**config.mk**
```make
export PLATFORM = sky130hd
export DESIGN_NAME = imem_boot_loader
export DESIGN_NICKNAME = d
export VERILOG_FILES = /design/src/rtl/imem_boot_pkg.sv /design/src/rtl/imem_boot_loader.sv
export SDC_FILE = /design/constraint.sdc
export NUM_CORES = 1
export LEC_CHECK = 0
export ABC_AREA = 1
export BUFFER_PORTS_ARGS = -buffer_cell sky130_fd_sc_hd__buf_2
export CORE_UTILIZATION = 57
export DETAILED_ROUTE_END_ITERATION = 7
export GPL_TIMING_DRIVEN = 0
export PLACE_DENSITY_LB_ADDON = 0.2
export SYNTH_ARGS = -nofsm -noshare
export SYNTH_HDL_FRONTEND = slang
export SYNTH_SLANG_ARGS = --single-unit
```
**constraint.sdc**
```tcl
create_clock -name clk -period 3 [get_ports clk]
set_clock_uncertainty 0.2 [all_clocks]
set_input_delay 0.9 -clock clk [delete_from_list [all_inputs] [get_ports clk]]
set_output_delay 0.9 -clock clk [all_outputs]
set_load 0.005 [all_outputs]
```
**src/rtl/imem_boot_pkg.sv**
```systemverilog
// ---------------------------------------------------------------------------
// imem_boot_pkg
// Shared definitions for the instruction-memory boot loader: default memory
// geometry and the loader state encoding.
// ---------------------------------------------------------------------------
package imem_boot_pkg;

   // Default instruction memory: 16K words, addressed by a 14-bit word address.
   localparam int IMEM_ADDR_WIDTH = 14;
   localparam int IMEM_SIZE       = 16384;

   // IDLE  : waiting for a start request, core held or running
   // LOAD  : accepting words from the input stream
   // FLUSH : one cycle in which the final word is written to imem
   typedef enum logic [1:0] {
      ST_IDLE  = 2'd0,
      ST_LOAD  = 2'd1,
      ST_FLUSH = 2'd2
   } boot_state_t;

endpackage : imem_boot_pkg

```
**src/rtl/imem_boot_loader.sv**
```systemverilog
// ---------------------------------------------------------------------------
// imem_boot_loader
// Streams a block of instruction words into instruction memory while the core
// is held in reset, then releases the core once the whole block is written.
//
// Ports:
//   clk, resetn          clock and asynchronous active-low reset
//   start                one-cycle load request (sampled in IDLE only)
//   base_addr            first word address of the block
//   word_count           number of words in the block
//   abort                cancel the load in progress (sampled in LOAD only)
//   in_valid / in_data   instruction word stream
//   in_ready             loader accepts in_data this cycle
//   boot_iaddr/idata/iwe imem write port (address zero-extended to 32 bits)
//   core_resetn          active-low reset to the fetch pipeline and core
//   busy                 a load is in progress
//   done / error         one-cycle completion / rejection-or-abort pulses
//   csum                 modulo-2^32 sum of the words loaded
// ---------------------------------------------------------------------------
module imem_boot_loader
   import imem_boot_pkg::*;
#(
   parameter int I_ADDRESSWIDTH = IMEM_ADDR_WIDTH,
   parameter int I_SIZE         = IMEM_SIZE
) (
   input  logic                      clk,
   input  logic                      resetn,
   input  logic                      start,
   input  logic [I_ADDRESSWIDTH-1:0] base_addr,
   input  logic [I_ADDRESSWIDTH:0]   word_count,
   input  logic                      abort,
   input  logic                      in_valid,
   input  logic [31:0]               in_data,
   output logic                      in_ready,
   output logic [31:0]               boot_iaddr,
   output logic [31:0]               boot_idata,
   output logic                      boot_iwe,
   output logic                      core_resetn,
   output logic                      busy,
   output logic                      done,
   output logic                      error,
   output logic [31:0]               csum
);

   // The range check carries one extra bit so that a huge word_count added to
   // a high base can never wrap back into the legal range.
   localparam int                    LP_CHKW = I_ADDRESSWIDTH + 2;
   localparam logic [LP_CHKW-1:0]    LP_SIZE = LP_CHKW'(I_SIZE);

   boot_state_t                 r_state;
   boot_state_t                 w_state_nxt;
   logic [I_ADDRESSWIDTH-1:0]   r_base;
   logic [I_ADDRESSWIDTH:0]     r_count;
   logic [I_ADDRESSWIDTH:0]     r_index;
   logic [I_ADDRESSWIDTH-1:0]   r_iaddr;
   logic [31:0]                 r_idata;
   logic                        r_iwe;
   logic [31:0]                 r_csum;
   logic                        r_done;
   logic                        r_error;
   logic                        r_core_resetn;

   logic                        w_accept;
   logic                        w_last;
   logic                        w_range_ok;
   logic                        w_latch;
   logic                        w_done_nxt;
   logic                        w_error_nxt;
   logic                        w_core_resetn_nxt;
   logic [LP_CHKW-1:0]          w_end;

   assign in_ready    = (r_state == ST_LOAD);
   assign busy        = (r_state != ST_IDLE);
   assign w_accept    = in_valid & in_ready;
   assign w_last      = (r_index == (r_count - 1'b1));
   assign w_end       = LP_CHKW'(base_addr) + LP_CHKW'(word_count);
   assign w_range_ok  = (word_count != '0) && (w_end <= LP_SIZE);

   assign boot_iaddr  = 32'(r_iaddr);
   assign boot_idata  = r_idata;
   assign boot_iwe    = r_iwe;
   assign csum        = r_csum;
   assign done        = r_done;
   assign error       = r_error;
   assign core_resetn = r_core_resetn;

   // Next-state and control decode. Abort wins over the last-word transition,
   // but the datapath below still writes a word accepted in the abort cycle.
   // core_resetn only rises when FLUSH retires, after the final write.
   always_comb begin
      w_state_nxt       = r_state;
      w_latch           = 1'b0;
      w_done_nxt        = 1'b0;
      w_error_nxt       = 1'b0;
      w_core_resetn_nxt = r_core_resetn;
      case (r_state)
         ST_IDLE: begin
            if (start) begin
               if (w_range_ok) begin
                  w_state_nxt       = ST_LOAD;
                  w_latch           = 1'b1;
                  w_core_resetn_nxt = 1'b0;
               end else begin
                  w_error_nxt = 1'b1;
               end
            end
         end
         ST_LOAD: begin
            if (abort) begin
               w_state_nxt = ST_IDLE;
               w_error_nxt = 1'b1;
            end else if (w_accept && w_last) begin
               w_state_nxt = ST_FLUSH;
            end
         end
         ST_FLUSH: begin
            w_state_nxt       = ST_IDLE;
            w_done_nxt        = 1'b1;
            w_core_resetn_nxt = 1'b1;
         end
         default: begin
            w_state_nxt = ST_IDLE;
         end
      endcase
   end

   // State and status pulse registers.
   always_ff @(posedge clk or negedge resetn) begin
      if (!resetn) begin
         r_state       <= ST_IDLE;
         r_done        <= 1'b0;
         r_error       <= 1'b0;
         r_core_resetn <= 1'b0;
      end else begin
         r_state       <= w_state_nxt;
         r_done        <= w_done_nxt;
         r_error       <= w_error_nxt;
         r_core_resetn <= w_core_resetn_nxt;
      end
   end

   // Load datapath: block parameters are captured on an accepted start; each
   // accepted word becomes a registered imem write one cycle later and is
   // folded into the running checksum.
   always_ff @(posedge clk or negedge resetn) begin
      if (!resetn) begin
         r_base  <= '0;
         r_count <= '0;
         r_index <= '0;
         r_iaddr <= '0;
         r_idata <= '0;
         r_iwe   <= 1'b0;
         r_csum  <= '0;
      end else begin
         r_iwe <= w_accept;
         if (w_latch) begin
            r_base  <= base_addr;
            r_count <= word_count;
            r_index <= '0;
            r_csum  <= '0;
         end else if (w_accept) begin
            r_iaddr <= r_base + r_index[I_ADDRESSWIDTH-1:0];
            r_idata <= in_data;
            r_csum  <= r_csum + in_data;
            r_index <= r_index + 1'b1;
         end
      end
   end

endmodule : imem_boot_loader
```
==> impl_metrics.ini, run 1 <==
[outcome]
status = complete, no violations

[global_route]
grt_first_pass_wirelength_mm = 38.7
grt_antenna_before_repair = 0
grt_overflow = 0
largest_net_degree_at_the_start_of_global_routing = 80
grt_pass1_vias = 8388
gr-usage-all-layers = 0.300

[route]
wl_mm = 24.1
dr_total_vias = 8942
routed_vias_inst = 5.25
postRouteAntennaNets = 0
drtIter0Drc = 663
drtPass1Iterations = 5
routedWlPerCell_um = 14.2
route.detailed.drc = 0

[sta]
period_minus_slack_ns = 2.90
worst_slew_margin_rel = 0.575
worst_pin_slew_ns = 0.638
worst_hold_slack_ns = 0.193
hold_violations = 0
grt_setup_unrepaired = true
final-max-slew-violation-count = 0
setup-violations-final = 0
post-route-period-util = 0.966
timing.fmax_mhz = 345
post-route-worst-setup-slack_ns = 0.102

[layout]
antenna_cells_inserted = 0
area.growth.synth_to_final_pct = 20.1
layout.cells.most_common = nand2_1
commonest_non_fill_non_tap_cells_in_the_layout = nand2_1 (412), buf_2 (152), inv_1 (148)
utilization = 0.711
nNetsFinal = 1609
final_layout_size_suffix_gt1_frac = 0.177

[power]
worst_vdd_ir_mv = 0.474
cellLeakagePower_nw = 6.20
pwr_density_cell_mw_per_mm2 = 824

[synthesis]
yosysWarningCount = 0
postSynthRegisterBits = 128
mappedNetlistArea_mm2 = 0.00913
netlist_instances = 1290
postSynth.asyncResetShare = 1.00
synthesis.area_per_instance_um2 = 7.08
number_of_synthesized_flops_with_an_enable_pin = 0
synth-seq-area-share = 0.351
postSynth.topFlopCell = dfrtp_1
post_synth_num_cell_types = 38

[floorplan]
die_h_um = 129
die_area_mm2 = 0.0165
standard_cell_rows = 45
floorplan.core_area_mm2 = 0.0154
io_pins = 168
die_w_um = 129
initial_core_util = 0.592

[critical_path]
worst-path-max-fanout = 10
required_ns = 3.12
timing.reg2reg.setup_slack_ns = 0.35
timing.critical_path.from_type = input pin
worst-endpoint-arrival_ns = 3.02
timing_worst_setup_path_type = in2reg
cp-end-kind = flip-flop

[cts]
cts_root_buffer = clkbuf_16
tritoncts_sinks = 128
clock_insertion_delay_at_the_later_pin_of_the_skew_report_ns = 0.43
cts_buffer_depth = 2
ctsHtreeMaxLevel = 4
numCtsBuffers = 17
cts-hold-fix-buffers = 0
clkTransAtPathRegs_ns = 0.06
tritoncts = done

[place]
detailedPlacementHpwl_mm = 18.9
buffer_ports.inserted = 149
preCtsSetupSlack_ns = -0.522
finalWeightedCongestion = 0.975

[min_path]
hp-class = in2async

[run]
max_cap_viol_count = 0
[final cells by class]
type                       count  area (µm²)
multi-input combinational    983        5280
clock buffer                  19         443
tap                          211         264
buffer                        46         289
sequential                   128        3200
fill                        1351        4460
clock inverter                13        90.1
timing repair buffer         154         830
inverter                     150         563
[power by group]
part	total, mW	switching, mW	internal (mW)
logic	4.29	2.52	1.77
clock network	1.87	0.796	1.07
registers	2.87	0.502	2.37
[stage by stage]
stage	cell area [µm²]	setup TNS, ns	cells	total power [mW]
after detailed placement	10200	-35.27	1668	7.05
after global placement	10200	-138.52	1667	6.93
after floorplan	9200	0	1307	5.68
after global routing	11000	-0.590	1704	9.74
after CTS	10800	0	1702	8.96
final	11000	0	1704	9.04
[repair_timing]
item	in CTS	in global routing
setup endpoints to repair	44	78
pin swaps	1	1
resized for setup	6	44
buffers inserted	2	2
[synthesized netlist by cell type (all sizes together) (3+ instances only)]
cell type  instances  area, µm²
nor3              14       70.1
buf               34        230
fa                 3       60.1
nor2              96        360
nand2            421       1580
a21oi             52        260
dfrtp            128       3200
or2               19        119
xnor2             18        158
a31oi              8       50.1
a21o               9       67.6
o21ai             62        310
clkbuf            12       45.0
nand4             22        138
nand3            105        538
a21boi             5       37.5
ha                60        751
inv              150        563
xor2              40        350
nand3b             7       52.6
o21bai             9       67.6
[routing by layer]
layer	global-route usage	vias up	part of all wire
met1	0.345	4084	0.42
met4	0.142	0	0.036
met5	0	-	0
li1	-	4499	-
met3	0.0453	63	0.045
met2	0.546	296	0.50
[worst max-delay path, stage by stage]
cell	delay, ns
buf_2	0.12
ha_2	0.31
nand2_1	0.14
inv_1	0.08
nand2_1	0.08
nand2_1	0.05
nand2_1	0.09
nand3_1	0.11
nand2_1	0.09
nand3_1	0.06
nor2_1	0.15
nand3_1	0.11
nand2_2	0.10
nand3_4	0.14
buf_8	0.20
buf_8	0.14
nand3_1	0.08
nand2_1	0.06
[worst paths after layout]
| path | from | end | cells past startpoint |
|---|---|---|---|
| setup reg to reg | r_index[0] | r_iaddr[10] | 9 |
| hold / removal | resetn | csum[6] | 1 |
| setup / recovery | base_addr[4] | csum[9] | 18 |
| min in group clk | r_state[0] | done | 1 |
| hold reg to reg | r_state[0] | done | 1 |
| max in group asynchronous | resetn | r_index[6] | 2 |
[cells by family after synthesis]
logic type      after synthesis  share of synthesized area
compound gates              152                     0.0931
fa+ha+maj                    63                     0.0888
simple gates                692                      0.319
other cells                   1                   0.000411
flops                       128                      0.351
buf+inv                     196                     0.0918
xor+xnor                     58                     0.0556
[state kept, by name, indices dropped and copies added, names as in the netlist, 2 cells and up]
| name | cells |
|---|---|
| r_index | 15 |
| r_base | 14 |
| r_iaddr | 14 |
| r_state | 2 |
| boot_idata | 32 |
| csum | 32 |
| r_count | 15 |
Note: power is estimated with default switching activity, not from simulation.
==> run 2, diff against run 1 <==
--- a/config.mk
+++ b/config.mk
@@ -5,9 +5,8 @@
 export SDC_FILE = /design/constraint.sdc
 export NUM_CORES = 1
 export LEC_CHECK = 0
-export ABC_AREA = 1
 export BUFFER_PORTS_ARGS = -buffer_cell sky130_fd_sc_hd__buf_2
-export CORE_UTILIZATION = 57
+export CORE_UTILIZATION = 56
 export DETAILED_ROUTE_END_ITERATION = 7
 export GPL_TIMING_DRIVEN = 0
 export PLACE_DENSITY_LB_ADDON = 0.2
==> run 2 against run 1 <==
The run now ends with DRC, setup timing left. Die area is 5.7% lower. Synthesized area decreased by 7.5%. Final area decreased by 4.3%. Core utilization rose by 0.58 points. Clock power barely moved. Combinational power shrank 5.8%. Total power fell by 3.5%. Cell count decreased by 23%. Non-clock buffer count up 18. Global-route usage down 0.26 points. Highest routed layer unchanged. Clock-buffer cell count increased by 7. Sequential share of layout area is 1.3 points higher.
==> impl_metrics.ini, run 2 <==
[layout]
antenna_cells_inserted = 0
commonest_non_fill_non_tap_cells_in_the_layout = nand2_1 (168), buf_2 (145), dfrtp_1 (127)
area.growth.synth_to_final_pct = 24.2
layout.cells.most_common = nand2_1
sequential_cell_area_mm2 = 0.00320
multiInputGateArea_mm2 = 0.00513
final-instance-count-excl-fill = 1317
utilization = 0.716
layout.filler_cells = 1160
nNetsFinal = 1249
final_layout_size_suffix_gt1_frac = 0.259

[synthesis]
post-synth-top-area-cell = dfrtp_1
post_synth_num_cell_types = 73
yosysWarningCount = 0
synth_top_cells_by_area = dfrtp_1 (38%), ha_1 (8.9%), nand2_1 (7.5%)
synth-seq-area-share = 0.379
most_repeated_cell_in_the_gate_level_netlist_after_synthesis = nand2_1
postSynth.asyncResetShare = 1.00
yosys_top_cell_area_share = 0.379
postSynthRegisterBits = 128
number_of_synthesized_flops_with_an_enable_pin = 0
synth.top_cells.by_count = nand2_1 (168), dfrtp_1 (128), ha_1 (60)
postSynth.topFlopCell = dfrtp_1
mappedNetlistArea_mm2 = 0.00845
netlist_instances = 914
synthesis.area_per_instance_um2 = 9.24

[route]
postRouteAntennaNets = 0
routedWlPerCell_um = 17.1
drtPass1Iterations = 8
routed_vias_inst = 5.71
drtIter0Drc = 593
route.detailed.drc = 28
dr_total_vias = 7525
wl_mm = 22.5

[critical_path]
worst-path-max-fanout = 6
cpPeakStageDelay_ns = 0.57
crit-reg2reg-launch = csum[0]
timing_worst_setup_path_type = in2reg
rr_worst_depth = 11
worst-endpoint-arrival_ns = 4.09
critPathBufInv = 3
kind_of_cell_adding_the_most_delay_to_the_critical_path = compound AO/OA/AOI/OAI gates
worstPathCellList = buf_2, ha_1, or3_1, o31ai_2, mux2i_1, or4_4, o41a_1, o2bb2ai_4, buf_4, a21oi_2, buf_6, mux2_2
rr_endpoint = csum[30]
slowest_stage = or4_4
timing.critical_path.from_type = input pin
timing.reg2reg.setup_slack_ns = -0.50
required_ns = 3.11
cp-end-kind = flip-flop

[floorplan]
io_pins = 168
floorplan.core_area_mm2 = 0.0146
die_area_mm2 = 0.0156
standard_cell_rows = 44
die_w_um = 125
die_h_um = 125
initial_core_util = 0.577

[power]
switching_power_mw = 3.34
power_frac_comb = 0.463
clockPowerShare = 0.211
cellLeakagePower_nw = 5.25
intPower_mw = 5.38
power.share.switching = 0.383
worst_vdd_ir_mv = 0.522
power.total_mw = 8.72
pwr_density_cell_mw_per_mm2 = 831
sequentialPowerShare = 0.326

[sta]
final-max-slew-violation-count = 0
setup-violations-final = 80
post-route-worst-setup-slack_ns = -0.975
worst_slew_margin_rel = 0.467
worst_pin_slew_ns = 0.789
timing.fmax_mhz = 252
hold_violations = 0
period_minus_slack_ns = 3.97
post-route-period-util = 1.32
grt_setup_unrepaired = true

[cts]
cts-hold-fix-buffers = 0
cts_root_buffer = clkbuf_16
clock_insertion_delay_at_the_later_pin_of_the_skew_report_ns = 0.43
tritoncts_sinks = 128
numCtsBuffers = 17
ctsHtreeMaxLevel = 4
clkTransAtPathRegs_ns = 0.05
tritoncts = done
cts_buffer_depth = 2

[place]
buffer_ports.inserted = 148
post-place-cells = 1264
preCtsSetupSlack_ns = -1.73
detailedPlacementHpwl_mm = 16.3
finalWeightedCongestion = 0.878

[run]
max_cap_viol_count = 0

[global_route]
gr-usage-all-layers = 0.297
largest_net_degree_at_the_start_of_global_routing = 78
grt_antenna_before_repair = 0
grt_first_pass_wirelength_mm = 36.2
grt_overflow = 0
grt_pass1_vias = 7244

[outcome]
failing_checks = DRC, setup timing
status = complete, but fails checks

[min_path]
hp-class = in2async
[run 2: changes by cell type in the layout (fill, tap and decap cells not counted), moves of 15 or more]
cell / previous run / this run
nand4_1: 22 / 7
o21ai_0: 58 / 41
nand2_1: 412 / 168
mux2_4: 0 / 21
buf_4: 22 / 37
inv_1: 148 / 20
xnor2_1: 18 / 42
nor2_1: 93 / 48
o22ai_1: 0 / 19
a21o_1: 9 / 24
nand3_1: 98 / 19
[run 2: cells by family after synthesis]
family,after synthesis,share of synthesized area
other,1,0.000444
flip-flops,128,0.379
AO/OA/AOI/OAI,229,0.187
adder cells (fa/ha/maj),63,0.0960
AND/OR/NAND/NOR,325,0.175
multiplexers,30,0.0480
buffers and inverters,68,0.0419
XOR/XNOR,70,0.0726
[run 2: per-stage QoR]
stage | cell area [µm²] | setup TNS, ns | hold WS, ns
final | 10500 | -70.12 | 0.214
after floorplan | 8580 | -75.45 | 0.254
after global placement | 9550 | -247.84 | 0.251
after detailed placement | 9590 | -142.01 | 0.257
after CTS | 10400 | -70.44 | 0.235
after global routing | 10500 | -79.89 | 0.265
[run 2: cell type report]
| cell class | count | area share |
|---|---|---|
| buffer | 48 | 0.0334 |
| timing repair buffer | 170 | 0.0930 |
| multi-input combinational | 735 | 0.489 |
| sequential | 128 | 0.305 |
| inverter | 20 | 0.00716 |
| clock buffer | 26 | 0.0466 |
| tap | 184 | 0.0219 |
| clock inverter | 6 | 0.00310 |
[run 2: worst max-delay path by stage]
| stage | startpoint | to | slack, ns | cells past startpoint |
|---|---|---|---|---|
| after floorplan | base_addr[0] | r_base[0] | -1.05 | 12 |
| after global placement | base_addr[8] | r_count[12] | -1.68 | 12 |
| after detailed placement | base_addr[8] | r_count[9] | -1.73 | 12 |
| after CTS | word_count[0] | r_index[0] | -0.97 | 14 |
| after global routing | base_addr[0] | r_index[0] | -1.09 | 14 |
| final | base_addr[5] | r_index[0] | -0.97 | 12 |
[run 2: layer usage]
metal / vias to the layer above / part of all wire / track usage
met1: 3572 / 0.43 / 0.368
met2: 222 / 0.49 / 0.512
met5: - / 0 / 0
li1: 3684 / - / -
met4: 0 / 0.031 / 0.139
met3: 47 / 0.048 / 0.0417
[run 2: repair_timing]
item                                    in CTS  in global routing
gates cloned                                 2                  0
gates resized for setup                     34                 14
pin swaps                                   14                 12
buffers inserted                            17                  2
endpoints found under the setup margin     110                111
[run 2: power groups by stage]
stage	Clock [mW]	Combinational [mW]	Sequential (mW)
after CTS	1.85	3.98	2.83
final	1.84	4.04	2.84
after detailed placement	0	3.81	2.87
after floorplan	0	2.66	2.79
after global routing	1.94	4.47	2.91
after global placement	0	3.73	2.84
==> run 3, diff against run 2 <==
--- a/config.mk
+++ b/config.mk
@@ -10,6 +10,7 @@
 export DETAILED_ROUTE_END_ITERATION = 7
 export GPL_TIMING_DRIVEN = 0
 export PLACE_DENSITY_LB_ADDON = 0.2
+export RECOVER_POWER = 50
 export SYNTH_ARGS = -nofsm -noshare
 export SYNTH_HDL_FRONTEND = slang
 export SYNTH_SLANG_ARGS = --single-unit
==> run 3 against run 2 <==
Flip-flop and latch count unchanged. Cell count unchanged. Sequential power about the same. Clock-buffer cell count is the same. The flow still finishes with violations (DRC, setup timing). Setup slack lost 0.011 ns. Largest power group unchanged. Critical path depth unchanged. Worst hold slack improved by 0.051 ns. Fmax down 0.27%. Critical endpoint unchanged. Wire length is essentially flat. Combinational power hardly changed.
==> impl_metrics.ini, run 3 (synthesized netlist as in run 2, its figures left out) <==
[sta]
hold_violations = 0
setup-violations-final = 80
worst_hold_slack_ns = 0.265
grt_setup_unrepaired = true
post-route-period-util = 1.33
post-route-worst-setup-slack_ns = -0.985
final-max-slew-violation-count = 0
timing.fmax_mhz = 251
worst_pin_slew_ns = 1.28
worst_slew_margin_rel = 0.147
period_minus_slack_ns = 3.99

[power]
sequentialPowerShare = 0.327
cellLeakagePower_nw = 5.24
power.share.switching = 0.383
pwr_density_cell_mw_per_mm2 = 832
switching_power_mw = 3.33
clockPowerShare = 0.210
power.total_mw = 8.71
power_frac_comb = 0.463
worst_vdd_ir_mv = 0.518
intPower_mw = 5.38

[layout]
commonest_non_fill_non_tap_cells_in_the_layout = nand2_1 (168), buf_2 (145), dfrtp_1 (127)
final-instance-count-excl-fill = 1317
utilization = 0.715
final_layout_size_suffix_gt1_frac = 0.259
layout.filler_cells = 1164
area.growth.synth_to_final_pct = 23.9
layout.cells.most_common = nand2_1
antenna_cells_inserted = 0
nNetsFinal = 1249

[route]
dr_total_vias = 7586
routed_vias_inst = 5.76
drtIter0Drc = 574
drtPass1Iterations = 8
route.detailed.drc = 28
postRouteAntennaNets = 0
wl_mm = 22.5
routedWlPerCell_um = 17.1

[place]
detailedPlacementHpwl_mm = 16.3
finalWeightedCongestion = 0.878
post-place-cells = 1264
buffer_ports.inserted = 148

[floorplan]
io_pins = 168
die_h_um = 125
die_w_um = 125
die_area_mm2 = 0.0156
standard_cell_rows = 44
initial_core_util = 0.577
floorplan.core_area_mm2 = 0.0146

[min_path]
hp-class = reg2reg

[cts]
cts_root_buffer = clkbuf_16
cts_buffer_depth = 2
numCtsBuffers = 17
ctsHtreeMaxLevel = 4
clkTransAtPathRegs_ns = 0.05
clock_insertion_delay_at_the_later_pin_of_the_skew_report_ns = 0.42
tritoncts_sinks = 128
tritoncts = done

[global_route]
grt_pass1_vias = 7244
largest_net_degree_at_the_start_of_global_routing = 78
gr-usage-all-layers = 0.297
grt_antenna_before_repair = 0
grt_overflow = 0
grt_first_pass_wirelength_mm = 36.2

[critical_path]
worstPathCellList = buf_2, ha_1, or3_1, o31ai_2, mux2i_1, or4_4, o41a_1, o2bb2ai_4, buf_4, a21oi_2, buf_6, mux2_2
timing_worst_setup_path_type = in2reg
timing.critical_path.from_type = input pin
cpPeakStageDelay_ns = 0.57
slowest_stage = or4_4
critPathBufInv = 3
kind_of_cell_adding_the_most_delay_to_the_critical_path = compound AO/OA/AOI/OAI gates
required_ns = 3.11
worst-endpoint-arrival_ns = 4.09
cp-end-kind = flip-flop
worst-path-max-fanout = 6

[outcome]
failing_checks = DRC, setup timing
status = complete, but fails checks

[run]
max_cap_viol_count = 0
-- run 3: changes by cell type in the layout (fill, tap and decap cells not counted), sizes merged --
cell    before  now
clkbuf      45   46
buf        199  198
-- run 3: power groups by stage --
stage | clock network, mW | registers [mW] | logic, mW
after global routing | 1.94 | 2.91 | 4.46
final | 1.83 | 2.84 | 4.04
after global placement | 0 | 2.84 | 3.73
after floorplan | 0 | 2.79 | 2.66
after detailed placement | 0 | 2.87 | 3.81
after CTS | 1.85 | 2.83 | 3.98
-- run 3: metrics by stage --
stage | instance area (µm²) | TNS, ns | setup WS, ns
global placement | 9550 | -247.84 | -1.68
finish | 10500 | -70.94 | -0.985
CTS | 10400 | -70.44 | -0.973
global route | 10500 | -80.52 | -1.09
floorplan | 8580 | -75.45 | -1.05
detailed placement | 9590 | -142.01 | -1.73
-- run 3: tightest hold or removal path, cell delays in order, from the launching register on --
cell,delay [ns]
dfrtp_1,0.33
nand2_1,0.05
nand2_1,0.05
-- run 3: area by class of cell --
type	instances	area (µm²)	area share
multi-input combinational	735	5130	0.491
sequential	128	3200	0.306
timing repair buffer	170	950	0.0907
clock buffer	26	489	0.0467
buffer	48	350	0.0335
tap	184	230	0.0220
inverter	20	75.1	0.00717
clock inverter	6	32.5	0.00311
-- run 3: path summary, 6_finish.rpt --
kind                           startpoint        endpoint  slack, ns  depth (start not counted)
max reg2reg                       csum[0]        csum[30]      -0.49                         11
min in group asynchronous          resetn  boot_idata[12]       0.54                          1
max                          base_addr[5]      r_index[0]      -0.99                         12
max in group asynchronous          resetn      r_count[6]       0.39                          2
min reg2reg                boot_idata[27]  boot_idata[27]       0.26                          2
min                        boot_idata[27]  boot_idata[27]       0.26                          2
-- run 3: timing repair --
item | in CTS | in global routing
endpoints found under the hold margin | 0 | 0
setup buffers | 17 | 2
endpoints found under the setup margin | 110 | 111
pin swaps | 14 | 12
hold buffers | 0 | 0
gates cloned | 2 | 0
resized for setup | 34 | 14
-- run 3: metal layers --
metal / GRT usage / part of all wire
met2: 0.512 / 0.50
met3: 0.0417 / 0.045
met1: 0.368 / 0.43
met5: 0 / 0
met4: 0.139 / 0.031
